$ cat src/rtl/uart_rx_tx_fifo.sv
// Byte FIFO between uart_rx and uart_tx: buffers each received byte and drains
// them in arrival order through a launch/done handshake with a bounded wait.
module uart_rx_tx_fifo #(
    parameter int DEPTH          = 16,
    parameter int ADDR_W         = 4,
    parameter int TIMEOUT_CYCLES = 10000
) (
    input  logic              i_clock,
    input  logic              i_reset,
    input  logic [7:0]        i_rx_byte,
    input  logic              i_rx_done,
    output logic [7:0]        o_tx_byte,
    output logic              o_tx_enable,
    input  logic              i_tx_done,
    output logic [ADDR_W:0]   o_fifo_count,
    output logic              o_tx_busy,
    output logic              o_overflow,
    output logic              o_tx_timeout
);

    localparam int                TMR_W      = $clog2(TIMEOUT_CYCLES);
    localparam logic [ADDR_W:0]   C_FULL     = (ADDR_W + 1)'(DEPTH);
    localparam logic [TMR_W-1:0]  C_TMR_LAST = TMR_W'(TIMEOUT_CYCLES - 1);

    typedef enum logic [1:0] {
        S_IDLE = 2'd0,
        S_WAIT = 2'd1
    } state_t;

    logic [7:0]        r_mem [DEPTH];
    logic [ADDR_W-1:0] r_wr_ptr;
    logic [ADDR_W-1:0] r_rd_ptr;
    logic [ADDR_W:0]   r_count;
    state_t            r_state;
    logic [TMR_W-1:0]  r_timer;
    logic [7:0]        r_tx_byte;
    logic              r_tx_enable;
    logic              r_tx_busy;
    logic              r_overflow;
    logic              r_tx_timeout;

    logic              w_pop;
    logic              w_push;
    logic              w_drop;

    // A pop needs a byte present before the edge, so a push into an empty
    // FIFO is never popped on the same edge; a full FIFO can accept a byte
    // only when a pop frees a slot on that same edge.
    assign w_pop  = (r_state == S_IDLE) && (r_count != '0);
    assign w_push = i_rx_done && ((r_count != C_FULL) || w_pop);
    assign w_drop = i_rx_done && !w_push;

    // NOTE: the storage array has no reset; clearing the pointers and count
    // already discards its contents, and a reset on the array would prevent
    // it from mapping onto RAM.
    always_ff @(posedge i_clock) begin
        if (w_push) begin
            r_mem[r_wr_ptr] <= i_rx_byte;
        end
    end

    always_ff @(posedge i_clock or negedge i_reset) begin
        if (!i_reset) begin
            r_wr_ptr   <= '0;
            r_rd_ptr   <= '0;
            r_count    <= '0;
            r_overflow <= 1'b0;
        end else begin
            if (w_push) begin
                r_wr_ptr <= r_wr_ptr + 1'b1;
            end
            if (w_pop) begin
                r_rd_ptr <= r_rd_ptr + 1'b1;
            end
            case ({w_push, w_pop})
                2'b10:   r_count <= r_count + 1'b1;
                2'b01:   r_count <= r_count - 1'b1;
                default: r_count <= r_count;
            endcase
            if (w_drop) begin
                r_overflow <= 1'b1;
            end
        end
    end

    always_ff @(posedge i_clock or negedge i_reset) begin
        if (!i_reset) begin
            r_state      <= S_IDLE;
            r_timer      <= '0;
            r_tx_byte    <= '0;
            r_tx_enable  <= 1'b0;
            r_tx_busy    <= 1'b0;
            r_tx_timeout <= 1'b0;
        end else begin
            // NOTE: the launch strobe defaults low every cycle, so it can only
            // ever be a single-cycle pulse no matter which branch runs below.
            r_tx_enable <= 1'b0;
            case (r_state)
                S_IDLE: begin
                    if (w_pop) begin
                        r_tx_byte   <= r_mem[r_rd_ptr];
                        r_tx_enable <= 1'b1;
                        r_tx_busy   <= 1'b1;
                        r_timer     <= '0;
                        r_state     <= S_WAIT;
                    end
                end
                S_WAIT: begin
                    if (i_tx_done) begin
                        r_tx_busy <= 1'b0;
                        r_timer   <= '0;
                        r_state   <= S_IDLE;
                    end else if (r_timer == C_TMR_LAST) begin
                        // Transmitter never answered: abandon this byte.
                        r_tx_timeout <= 1'b1;
                        r_tx_busy    <= 1'b0;
                        r_timer      <= '0;
                        r_state      <= S_IDLE;
                    end else begin
                        r_timer <= r_timer + 1'b1;
                    end
                end
                default: begin
                    r_tx_busy <= 1'b0;
                    r_timer   <= '0;
                    r_state   <= S_IDLE;
                end
            endcase
        end
    end

    assign o_tx_byte    = r_tx_byte;
    assign o_tx_enable  = r_tx_enable;
    assign o_fifo_count = r_count;
    assign o_tx_busy    = r_tx_busy;
    assign o_overflow   = r_overflow;
    assign o_tx_timeout = r_tx_timeout;

endmodule

$ cat config.mk
export PLATFORM = sky130hd
export DESIGN_NAME = uart_rx_tx_fifo
export DESIGN_NICKNAME = d
export VERILOG_FILES = /design/src/rtl/uart_rx_tx_fifo.sv
export SDC_FILE = /design/constraint.sdc
export NUM_CORES = 1
export LEC_CHECK = 0
export CAP_MARGIN = 10
export CELL_PAD_IN_SITES_DETAIL_PLACEMENT = 1
export CELL_PAD_IN_SITES_GLOBAL_PLACEMENT = 2
export CORE_UTILIZATION = 49
export DETAILED_ROUTE_END_ITERATION = 10
export GPL_TIMING_DRIVEN = 0
export PLACE_DENSITY = 0.87
export SYNTH_ARGS = -nofsm -noshare
export SYNTH_HDL_FRONTEND = slang
export SYNTH_SLANG_ARGS = --single-unit
$ cat constraint.sdc
create_clock -name i_clock -period 4.7 [get_ports i_clock]
set_input_delay 1.175 -clock i_clock [delete_from_list [all_inputs] [get_ports i_clock]]
set_output_delay 1.175 -clock i_clock [all_outputs]
set_load 0.03 [all_outputs]
Word level (Yosys, flattened, before mapping)
Memories as Yosys holds them, arrays and structs flattened. A register that Yosys moved wholly into a read port is not among the register bits.
Cells that the tools add are included.
- bits in writable memories: 128
- output and inout port bits: 17
- logic and storage cells: 52
- bits in registers: 33
- memories: 1
- bitwise operators: 1
- reduce and logical (&&, ||, !) cells: 12
- equality and inequality tests: 7
- muxes and demuxes: 17
- $add $sub $neg: 5
- memory list (memory ; words ; bits a word ; read ports ; clocked after Yosys merged registers in ; wr ports ; line ; text):
    r_mem ; 16 ; 8 ; 1 ; 1 ; 1 ; 30 ; logic [7:0] r_mem [DEPTH];
- operators with widths (kind ; count):
    $mux W14 ; 3
    $pmux W14 S2 ; 1
    $add A14 B1 Y14 const B ; 1
    $eq A14 B14 Y1 const B ; 1
    $pmux W5 S2 ; 1
    $add A4 B1 Y4 const B ; 2
    $mux W1 ; 7
    $mux W2 ; 3
    $add A5 B1 Y5 const B ; 1
    $ne A5 B5 Y1 const B ; 1
    $reduce_bool A5 Y1 ; 1
    $sub A5 B1 Y5 const B ; 1
    $eq A2 B1 Y1 const B ; 2
    $pmux W2 S2 ; 1
    $reduce_and A2 Y1 ; 2
    $logic_and A1 B1 Y1 ; 3
    $ne A3 B3 Y1 const B ; 1
    $reduce_and A3 Y1 ; 1
    $eq A2 B2 Y1 const B ; 1
    $logic_not A1 Y1 ; 2
    $logic_not A2 Y1 ; 1
    $ne A2 B2 Y1 const B ; 1
    $pmux W1 S2 ; 1
    $reduce_bool A2 Y1 ; 1
    other kinds (2) ; 2

Depth between registers and ports, before layout
Gate-level depths: netlist of run 1.
- depth after elaboration: 6
- depth in mapped cells: 11

Worst setup path before layout of run 1
Ideal clock, no wire load.
- path type: input to register
- start: in i_rx_done
- end: reg r_count[4] (netlist: o_fifo_count[4])
- library setup time: 137 ps
- buffers on the path: 0
- data arrival time: 3082 ps
- path slack: 1481 ps
- stages: 10
- required time: 4563 ps
- path through: inv_1 -> a31oi_2 -> inv_1 -> ha_1 -> ha_1 -> nor2b_1 -> o21ai_0 -> a21oi_1 -> or3b_2 -> xnor2_1
- longest elaborated chain between the ends: 3
- elaborated cells between the ends (all ways): 5
- classes of those cells: eq/ne (2); mux (1); reduce/logical (2)
- ends and longest elaborated chain (item ; line ; text):
    start, declared ; 11 ; input logic i_rx_done,
    $logic_and A1 B1 Y1 * ; 50 ; assign w_push = i_rx_done && ((r_count != C_FULL) || w_pop);
    $eq A2 B1 Y1 / $eq A2 B2 Y1 (equally long branches) ; 75 ; case ({w_push, w_pop})
    $pmux W5 S2 / $reduce_bool A2 Y1 (equally long branches) ; n/a ;
    end signal, assigned ; 76 ; 2'b10: r_count <= r_count + 1'b1;
    end signal, assigned ; 77 ; 2'b01: r_count <= r_count - 1'b1;
    end signal, assigned ; 78 ; default: r_count <= r_count;
    end, declared ; 33 ; logic [ADDR_W:0] r_count;
Every way passes the cells marked *; elsewhere a longest branch is shown, timed or not.
A chain may end at the register's enable or synchronous reset.

Worst setup path in the final report of run 1
Same ends and word-level chain as after synthesis.

==> results_dict.tcl, run 1 <==
set metrics [dict create \
    numCtsBuffers 17 \
    synthArstFlopShare 0.2335 \
    cts_tree "built" \
    cts_resized 0 \
    slowest_stage "clkdlybuf4s50_1" \
    place_hpwl_um 9470 \
    maxSlewHeadroom 0.3478 \
    critPathCaptureType "flop" \
    initial_core_util 0.5085 \
    clock_latency_ns 0.43 \
    drcViolationCount 0 \
    intPower_w 0.003265 \
    ys.flop_type "edfxtp_1" \
    cts_num_sinks 167 \
    p_per_area_nw_per_um2 618.6 \
    synth_top_family_by_area "multiplexers" \
    grt_start_max_net_pins 30 \
    vias 3616 \
    synth-simple-area-share 0.05487 \
    dp_slack_ns 0.6878 \
    dieHeight_um 120.2 \
    rsz0062_at_grt "no" \
    seqCellArea_um2 4820 \
    path_buf_inv 3 \
    n_antenna_cell 0 \
    cpLargestDelayFamily "compound AO/OA/AOI/OAI gates" \
    pwr-share-seq 0.400 \
    drtAntennaViolNets 0 \
    finalSetupViolCount 0 \
    antenna_found_initial 0 \
    gp_congestion 0.8037 \
    crit_chain "clkdlybuf4s50_1, inv_1, a31oi_2, inv_1, ha_1, ha_1, nor2b_1, o21ai_0, a21oi_1, or3b_2, xnor2_1" \
    peakVddDrop_uv 387.7 \
    grt.overflow.total 0 \
    min_path_type "reg -> reg" \
    max_freq_mhz 279.2 \
    grt_pass1_wl_um 22680 \
    syn_area_um2 6840 \
    std_cell_rows 42 \
    synth_seq_area_share 0.7046 \
    postCtsSetupRepairBufs 0 \
    slowest_delay_ns 0.48 \
    drv.max_cap_violation_count 0 \
    worstMarginPinSlew_ns 0.9746 \
    period_share 0.7620 \
    vias_per_cell 5.749 \
    finClkSkew_ns 0.008392 \
    synth_compound_area_frac 0.04006 \
    min_period_ns 3.581 \
    p_comb_frac 0.330 \
    syn_inst 388 \
    cts_hold_buf 0 \
    htreeDepth 4 \
    critPathRequiredTime_ns 5.01 \
    synth_xor_area_frac 0.02689 \
    syn_to_final_growth_pct 15.99 \
    cts-root-buf "clkbuf_16" \
    total_leakage_power_nw 2.805 \
    synth-edff-count 128 \
    muxShareOfSynthArea 0.1326 \
    yosysWarnings 0 \
    core-area_um2 13450 \
    fin_ws_ns 1.119 \
    multi_input_area_um2 1886 \
    path_max_fanout 9 \
    path_class "in -> reg" \
    layout-drive-gt1-share 0.1523 \
    drtIter0Drc 257 \
    die_area_um2 14440 \
    swShare 0.3347 \
    synthAdderAreaFrac 0.02122 \
    finalMaxSlewViolations 0 \
    syn_nets 411 \
    drtPass1Iterations 4 \
    port_buffers 28 \
    drt-total-wl_um 14520 \
    hold_violations 0 \
    cts_max_path_buffers 2 \
    post_drt_wl_per_cell_um 23.09 \
    grt_pass1_vias 3897 \
    clk_pin_slew_ns 0.07 \
    fp.dieW_um 120.2 \
    status "complete, no violations" \
    yosysUniqueCellTypes 39 \
    gr-usage-all-layers 0.2256 \
    syn_area_per_cell_um2 17.63 \
    synth-seq-cells 167 \
    cp.arrival_ns 3.89 \
    p_switching_w 0.001643 \
    boundaryPins 29 \
    p_clk_frac 0.270 \
    critPathLaunchType "input pin" \
    fillCellCount 1224 \
    setup_tns_ns 0 \
    nets 463 \
]
[cell usage in the layout (no fill, tap or decap), types with 12 or more instances in the layout]
| master | netlist | final |
|---|---|---|
| mux4_2 | 12 | 12 |
| o22ai_1 | 15 | 15 |
| a21oi_1 | 12 | 12 |
| clkbuf_16 | 0 | 17 |
| clkdlybuf4s50_1 | 0 | 27 |
| mux4_1 | 20 | 20 |
| nand2_1 | 15 | 15 |
| dfrtp_1 | 39 | 39 |
| nor2_1 | 24 | 24 |
| edfxtp_1 | 128 | 128 |
[logic make-up (layout without fill, tap and decap cells)]
| kind of cell | count (synthesis) | count (layout) |
|---|---|---|
| adders and majority gates | 11 | 11 |
| buffers and inverters | 28 | 93 |
| DFF | 167 | 167 |
| muxes | 42 | 42 |
| and+or+nand+nor | 75 | 75 |
| AOI/OAI and AO/OA | 44 | 44 |
| xor gates and xnor gates | 21 | 21 |
[state kept, by name, indices dropped and copies added, names as in the netlist]
signal,cells
o_tx_byte,8
r_state,1
o_fifo_count,5
o_tx_timeout,1
r_wr_ptr,4
o_tx_enable,1
o_overflow,1
r_rd_ptr,4
r_mem,128
r_timer,14
[power by group through the flow]
stage | combinational [W] | sequential [W] | clock (W)
final | 0.00162 | 0.00196 | 0.00132
after global routing | 0.00177 | 0.00198 | 0.00140
after CTS | 0.00164 | 0.00196 | 0.00135
after detailed placement | 0.00163 | 0.00199 | 0
after global placement | 0.00157 | 0.00198 | 0
after floorplan | 0.000982 | 0.00208 | 0
[Yosys cell counts, types with 7 or more instances]
| master | number | area share |
|---|---|---|
| nor2_1 | 24 | 0.013 |
| xor2_1 | 11 | 0.014 |
| mux4_1 | 20 | 0.077 |
| edfxtp_1 | 128 | 0.56 |
| ha_1 | 10 | 0.018 |
| xnor2_1 | 10 | 0.013 |
| mux2_2 | 9 | 0.015 |
| inv_1 | 11 | 0.0060 |
| nand3_1 | 8 | 0.0059 |
| dfrtp_1 | 39 | 0.14 |
| o22ai_1 | 15 | 0.014 |
| nand2_1 | 15 | 0.0082 |
| a21oi_1 | 12 | 0.0088 |
| mux4_2 | 12 | 0.040 |
| o21ai_0 | 7 | 0.0051 |
[metal layers]
metal | up-vias | routed length (µm) | GRT usage
li1 | 1634 | - | -
met1 | 1872 | 6231 | 0.2864
met2 | 87 | 7382 | 0.3710
met3 | 23 | 602 | 0.05608
met4 | 0 | 308 | 0.09297
met5 | - | 0 | 0
[stage by stage]
step,util,total power [W],cell area [µm²],instances,hold WS (ns)
floorplan,-,0.003066,6840,388,0.4962
global placement,0.5457,0.003547,7341,592,0.4492
detailed placement,0.5488,0.003618,7383,597,0.4580
CTS,0.5898,0.004954,7934,629,0.4723
global route,0.5898,0.005147,7934,629,0.4994
finish,0.5898,0.004908,7934,629,0.4683
[worst paths after layout]
check | end | slack, ns | depth (start not counted) | startpoint
worst max-delay path | o_fifo_count[4] | 1.12 | 11 | i_rx_done
worst min-delay path | o_overflow | 0.47 | 1 | o_overflow
worst max register to register | o_fifo_count[4] | 1.32 | 10 | o_fifo_count[1]
worst min register to register | o_overflow | 0.47 | 1 | o_overflow
max in group asynchronous | r_timer[10] | 3.60 | 2 | i_reset
min in group asynchronous | o_fifo_count[1] | 0.63 | 1 | i_reset
[worst register-to-register path, delay by kind of cell (launching register included)]
| family | cells | cell delay [ns] |
|---|---|---|
| DFF | 1 | 0.44 |
| xor gates and xnor gates | 1 | 0.14 |
| and+or+nand+nor | 3 | 1.12 |
| buffers and inverters | 1 | 0.29 |
| adders and majority gates | 2 | 0.63 |
| AOI/OAI and AO/OA | 3 | 0.64 |
[layout make-up]
class / instances / area share
timing repair buffer: 33 / 0.04069
sequential: 167 / 0.6075
tap: 176 / 0.02776
clock buffer: 18 / 0.05409
buffer: 17 / 0.01183
clock inverter: 14 / 0.01530
multi-input combinational: 193 / 0.2377
inverter: 11 / 0.005204
Power figures use the tool's default switching activity.
==> run 2: changes to the inputs <==
Settings changed: CORE_UTILIZATION 49 to 41, PLACE_DENSITY 0.87 to 0.78.
Clock period 4.7 ns to 3.27 ns, I/O delays scaled along.
==> run 2 against run 1 <==
Compared with the run above:
- die area grew 19%
- core utilization down 9.1 points
- hold slack gained 0.0058 ns
- sequential share of layout area down 0.59 points
- count of clock-buffer cells in the layout did not move
- power increased by 45%
- global-route usage shrank 4.2 points
- critical path type is now reg -> reg
==> results_dict.tcl, run 2 (same netlist as run 1, synthesis figures left out) <==
set metrics [dict create \
    maxSlewHeadroom 0.2765 \
    worstMarginPinSlew_ns 1.081 \
    path_class "reg -> reg" \
    cts-root-buf "clkbuf_16" \
    dieHeight_um 131.2 \
    layout_commonest_cell "edfxtp_1" \
    critPathRequiredTime_ns 3.58 \
    worstRegToRegCells 12 \
    max_freq_mhz 333.0 \
    min_path_type "reg -> reg" \
    p_total_w 0.007097 \
    max_flop_register "r_mem" \
    vias 3593 \
    drtIter0Drc 118 \
    min_from "o_overflow" \
    r2r_start "o_fifo_count[0]" \
    path_max_fanout 9 \
    total_leakage_power_nw 2.810 \
    endpoint "o_fifo_count[4]" \
    fp.dieW_um 131.2 \
    layout_common_cells "edfxtp_1, dfrtp_1, clkdlybuf4s50_1, nor2_1, mux4_1" \
    cts_max_path_buffers 2 \
    drtPass1Iterations 4 \
    port_buffers 28 \
    finalMaxSlewViolations 0 \
    syn_to_final_growth_pct 17.16 \
    gr-usage-all-layers 0.1837 \
    largest_register_ffs 128 \
    post_drt_wl_per_cell_um 21.59 \
    rsz0062_at_grt "no" \
    cts_tree "built" \
    gp_congestion 0.7696 \
    critPathCaptureType "flop" \
    peakVddDrop_uv 432.8 \
    crit_top_cell "inv_1" \
    hold_violations 0 \
    drv.max_cap_violation_count 0 \
    grt_start_max_net_pins 40 \
    clock_latency_ns 0.44 \
    nets 463 \
    n_antenna_cell 0 \
    seqCellArea_um2 4821 \
    reg2reg_to "o_fifo_count[4]" \
    finalSetupViolCount 0 \
    initial_core_util 0.4260 \
    htreeDepth 4 \
    startpoint "o_fifo_count[0]" \
    drt-total-wl_um 14450 \
    grt.overflow.total 0 \
    clk_pin_slew_ns 0.07 \
    numCtsBuffers 17 \
    slowest_stage "dfrtp_2" \
    std_cell_rows 46 \
    min_period_ns 3.003 \
    grt_pass1_wl_um 22820 \
    place_hpwl_um 9279 \
    vias_per_cell 5.371 \
    core-area_um2 16060 \
    layout-drive-gt1-share 0.1700 \
    boundaryPins 29 \
    die_area_um2 17200 \
    finClkSkew_ns 0.01040 \
    cp.arrival_ns 3.31 \
    cts_hold_buf 0 \
    crit_chain "nor4_4, buf_4, a31oi_4, inv_1, ha_2, inv_1, fa_1, nor2b_1, o21ai_1, nand3_1, or3b_2, xnor2_1" \
    r2r_setup_slack_ns 0.27 \
    p_per_area_nw_per_um2 885.6 \
    multi_input_area_um2 1911 \
    period_share 0.9182 \
    drtAntennaViolNets 0 \
    critPathLaunchType "flop" \
    antenna_found_initial 0 \
    slowest_delay_ns 0.46 \
    grt_pass1_vias 3959 \
    cts_num_sinks 167 \
    fillCellCount 1476 \
    drcViolationCount 0 \
    status "complete, no violations" \
    setup_tns_ns 0 \
]
[run 2: cell type report]
cell class | count | area share
clock buffers | 18 | 0.05355
flip-flops and latches | 167 | 0.6016
plain buffers | 17 | 0.01171
repair buffers | 33 | 0.03841
inverters | 11 | 0.005152
well taps | 216 | 0.03372
multi-input cells | 193 | 0.2384
clock inverters | 14 | 0.01749
[run 2: metal layers]
metal,vias to the layer above,part of all wire,global-route usage
li1,1631,-,-
met1,1870,0.42,0.2201
met2,70,0.52,0.3183
met3,22,0.037,0.04282
met4,0,0.018,0.07451
met5,-,0,0
[run 2: power by group]
part	switching [W]	leakage (nW)	internal, W
logic	0.00131	0.901	0.00103
registers	0.000200	1.64	0.00262
clock network	0.000867	0.269	0.00107
[run 2: what timing repair did]
action                                  4_1_cts  5_1_grt
endpoints found under the setup margin        1        1
setup buffers                                 2        1
pin swaps                                     1        1
gates resized for setup                       0        5
gates cloned                                  0        0
[run 2: critical path: cells and delay by family, from the launching register on]
kind | cells | cell delay (ns)
AND/OR/NAND/NOR | 4 | 1.05
adder cells (fa/ha/maj) | 2 | 0.62
flip-flops | 1 | 0.46
buffers and inverters | 3 | 0.38
AO/OA/AOI/OAI | 2 | 0.24
XOR/XNOR | 1 | 0.13
[run 2: metrics by stage]
step	area (µm²)	worst slack, ns	cells	hold WS, ns	utilization
after floorplan	6840	0.2525	388	0.4962	-
after global placement	7391	-0.3007	632	0.4469	0.4603
after detailed placement	7406	-0.3524	634	0.4714	0.4612
after CTS	7990	0.04709	668	0.4856	0.4976
after global routing	8014	0.01462	669	0.5230	0.4991
final	8014	0.2674	669	0.4742	0.4991
[run 2: worst min-delay path by stage]
stage          cells past startpoint    endpoint  slack, ns
2_1_floorplan                      2  r_timer[1]       0.50
3_3_place_gp                       1  o_overflow       0.45
3_5_place_dp                       1  o_overflow       0.47
4_1_cts                            1  o_overflow       0.49
5_1_grt                            1  o_overflow       0.52
6_report                           1  o_overflow       0.47
==> run 3: changes to the inputs <==
Settings changed: CORE_MARGIN set to 2, CORE_UTILIZATION 41 to 49, PLACE_DENSITY 0.78 to 0.85.
Clock period 3.27 ns to 3.7 ns, I/O delays scaled along.
==> run 3 against run 2 <==
Compared with the run above:
- die area shrank 13%
- sequential share of layout area grew 0.32 points
- combinational power shrank 12%
- non-clock buffer count shrank 2
- global-route usage grew 2.9 points
- power shrank 10%
- clock skew shrank 0.00060 ns
- count of clock-buffer cells in the layout is the same
- setup slack gained 0.037 ns
- critical endpoint unchanged
- highest routed layer unchanged
==> results_dict.tcl, run 3 (same netlist as run 1, synthesis figures left out) <==
set metrics [dict create \
    status "complete, no violations" \
    gr-usage-all-layers 0.2130 \
    cts_max_path_buffers 2 \
    fillCellCount 1246 \
    cts_resized 0 \
    grt_pass1_wl_um 22600 \
    cts-root-buf "clkbuf_16" \
    n_antenna_cell 0 \
    crit_chain "clkdlybuf4s50_1, inv_1, a31oi_2, inv_1, ha_1, ha_1, nor2b_1, o21ai_0, a21oi_1, or3b_2, xnor2_1" \
    hold_violations 0 \
    max_flop_register "r_mem" \
    std_cell_rows 43 \
    layout_commonest_cell "edfxtp_1" \
    initial_core_util 0.4966 \
    p_total_w 0.006367 \
    min_from "o_tx_timeout" \
    fin_area_um2 7969 \
    syn_to_final_growth_pct 16.50 \
    place_hpwl_um 9578 \
    worstRegToRegCells 10 \
    finClkSkew_ns 0.009796 \
    numCtsBuffers 17 \
    vias_per_cell 5.676 \
    worstMarginPinSlew_ns 0.9509 \
    dp_slack_ns -0.1018 \
    total_leakage_power_nw 2.819 \
    multi_input_area_um2 1891 \
    cts_tree "built" \
    min_path_type "reg -> reg" \
    postCtsSetupRepairBufs 0 \
    grt_start_max_net_pins 40 \
    finalSetupViolCount 0 \
    grt.overflow.total 0 \
    rsz0062_at_grt "no" \
    seqCellArea_um2 4820 \
    critPathCaptureType "flop" \
    layout-drive-gt1-share 0.1533 \
    min_period_ns 3.396 \
    critPathRequiredTime_ns 4.00 \
    maxSlewHeadroom 0.3637 \
    drtPass1Iterations 4 \
    p_per_area_nw_per_um2 799.0 \
    endpoint "o_fifo_count[4]" \
    max_freq_mhz 294.5 \
    cts_hold_buf 0 \
    peakVddDrop_uv 591.3 \
    post_drt_wl_per_cell_um 22.68 \
    drt-total-wl_um 14290 \
    drcViolationCount 0 \
    critPathLaunchType "input pin" \
    layout_common_cells "edfxtp_1, dfrtp_1, clkdlybuf4s50_1, nor2_1, mux4_1" \
    slowest_delay_ns 0.48 \
    fin_ws_ns 0.3041 \
    r2r_start "o_fifo_count[0]" \
    fp.dieW_um 122.2 \
    antenna_found_initial 0 \
    cts_num_sinks 167 \
    boundaryPins 29 \
    r2r_setup_slack_ns 0.31 \
    clock_latency_ns 0.42 \
    dieHeight_um 122.2 \
    grt_pass1_vias 3965 \
    core-area_um2 13770 \
    period_share 0.9178 \
    setup_tns_ns 0 \
    largest_register_ffs 128 \
    htreeDepth 4 \
    path_max_fanout 9 \
    finalMaxSlewViolations 0 \
    reg2reg_to "o_fifo_count[4]" \
    port_buffers 28 \
    vias 3576 \
    gp_congestion 0.8279 \
    startpoint "i_rx_done" \
    placedInstanceArea_um2 7363 \
    die_area_um2 14920 \
    clk_pin_slew_ns 0.06 \
    slowest_stage "clkdlybuf4s50_1" \
    placed_cells 599 \
    nets 461 \
    drtAntennaViolNets 0 \
    drtIter0Drc 281 \
    drv.max_cap_violation_count 0 \
    path_class "in -> reg" \
    cp.arrival_ns 3.69 \
    stdcell_count 630 \
]
==> run 3: cell count changes in the layout (fill, tap and decap cells not counted), moves of 2 or more <==
cell and change:
bufinv_16 +2, inv_8 +2, clkinv_4 -2, inv_6 -4, buf_2 -2
==> run 3: worst min-delay path by stage <==
stage	endpoint	slack (ns)	cells after the start
2_1_floorplan	r_timer[1]	0.50	2
3_3_place_gp	o_overflow	0.45	1
3_5_place_dp	o_tx_timeout	0.46	1
4_1_cts	o_tx_timeout	0.47	1
5_1_grt	o_tx_timeout	0.48	1
6_report	o_tx_timeout	0.47	1
==> run 3: cell type report <==
cell class,instances,share of cell area
plain buffers,17,0.01178
clock buffers,18,0.05385
clock inverters,13,0.02151
inverters,11,0.005181
multi-input cells,193,0.2372
flip-flops and latches,167,0.6048
well taps,180,0.02826
repair buffers,31,0.03737
==> run 3: power by group <==
group / switching (W) / internal [W]
Combinational: 0.00117 / 0.000901
Clock: 0.000728 / 0.00107
Sequential: 0.000179 / 0.00232
Total: 0.00208 / 0.00429
==> run 3: metrics by stage <==
step / hold slack (ns) / util
4_1_cts: 0.4731 / 0.5782
3_3_place_gp: 0.4510 / 0.5333
6_report: 0.4673 / 0.5786
3_5_place_dp: 0.4590 / 0.5346
2_1_floorplan: 0.4962 / -
5_1_grt: 0.4841 / 0.5786
==> run 3: worst max-delay path: cells and delay by family <==
family | cells | cell delay (ns)
buf+inv | 3 | 0.62
compound gates | 3 | 0.82
fa+ha+maj | 2 | 0.60
simple gates | 2 | 0.60
xor+xnor | 1 | 0.13
==> run 3: routing by layer <==
layer  vias up  GRT usage  part of all wire
li1       1627          -                 -
met1      1873     0.2807              0.43
met2        64     0.3460              0.52
met3        12    0.05243             0.036
met4         0    0.07902             0.018
met5         -          0                 0
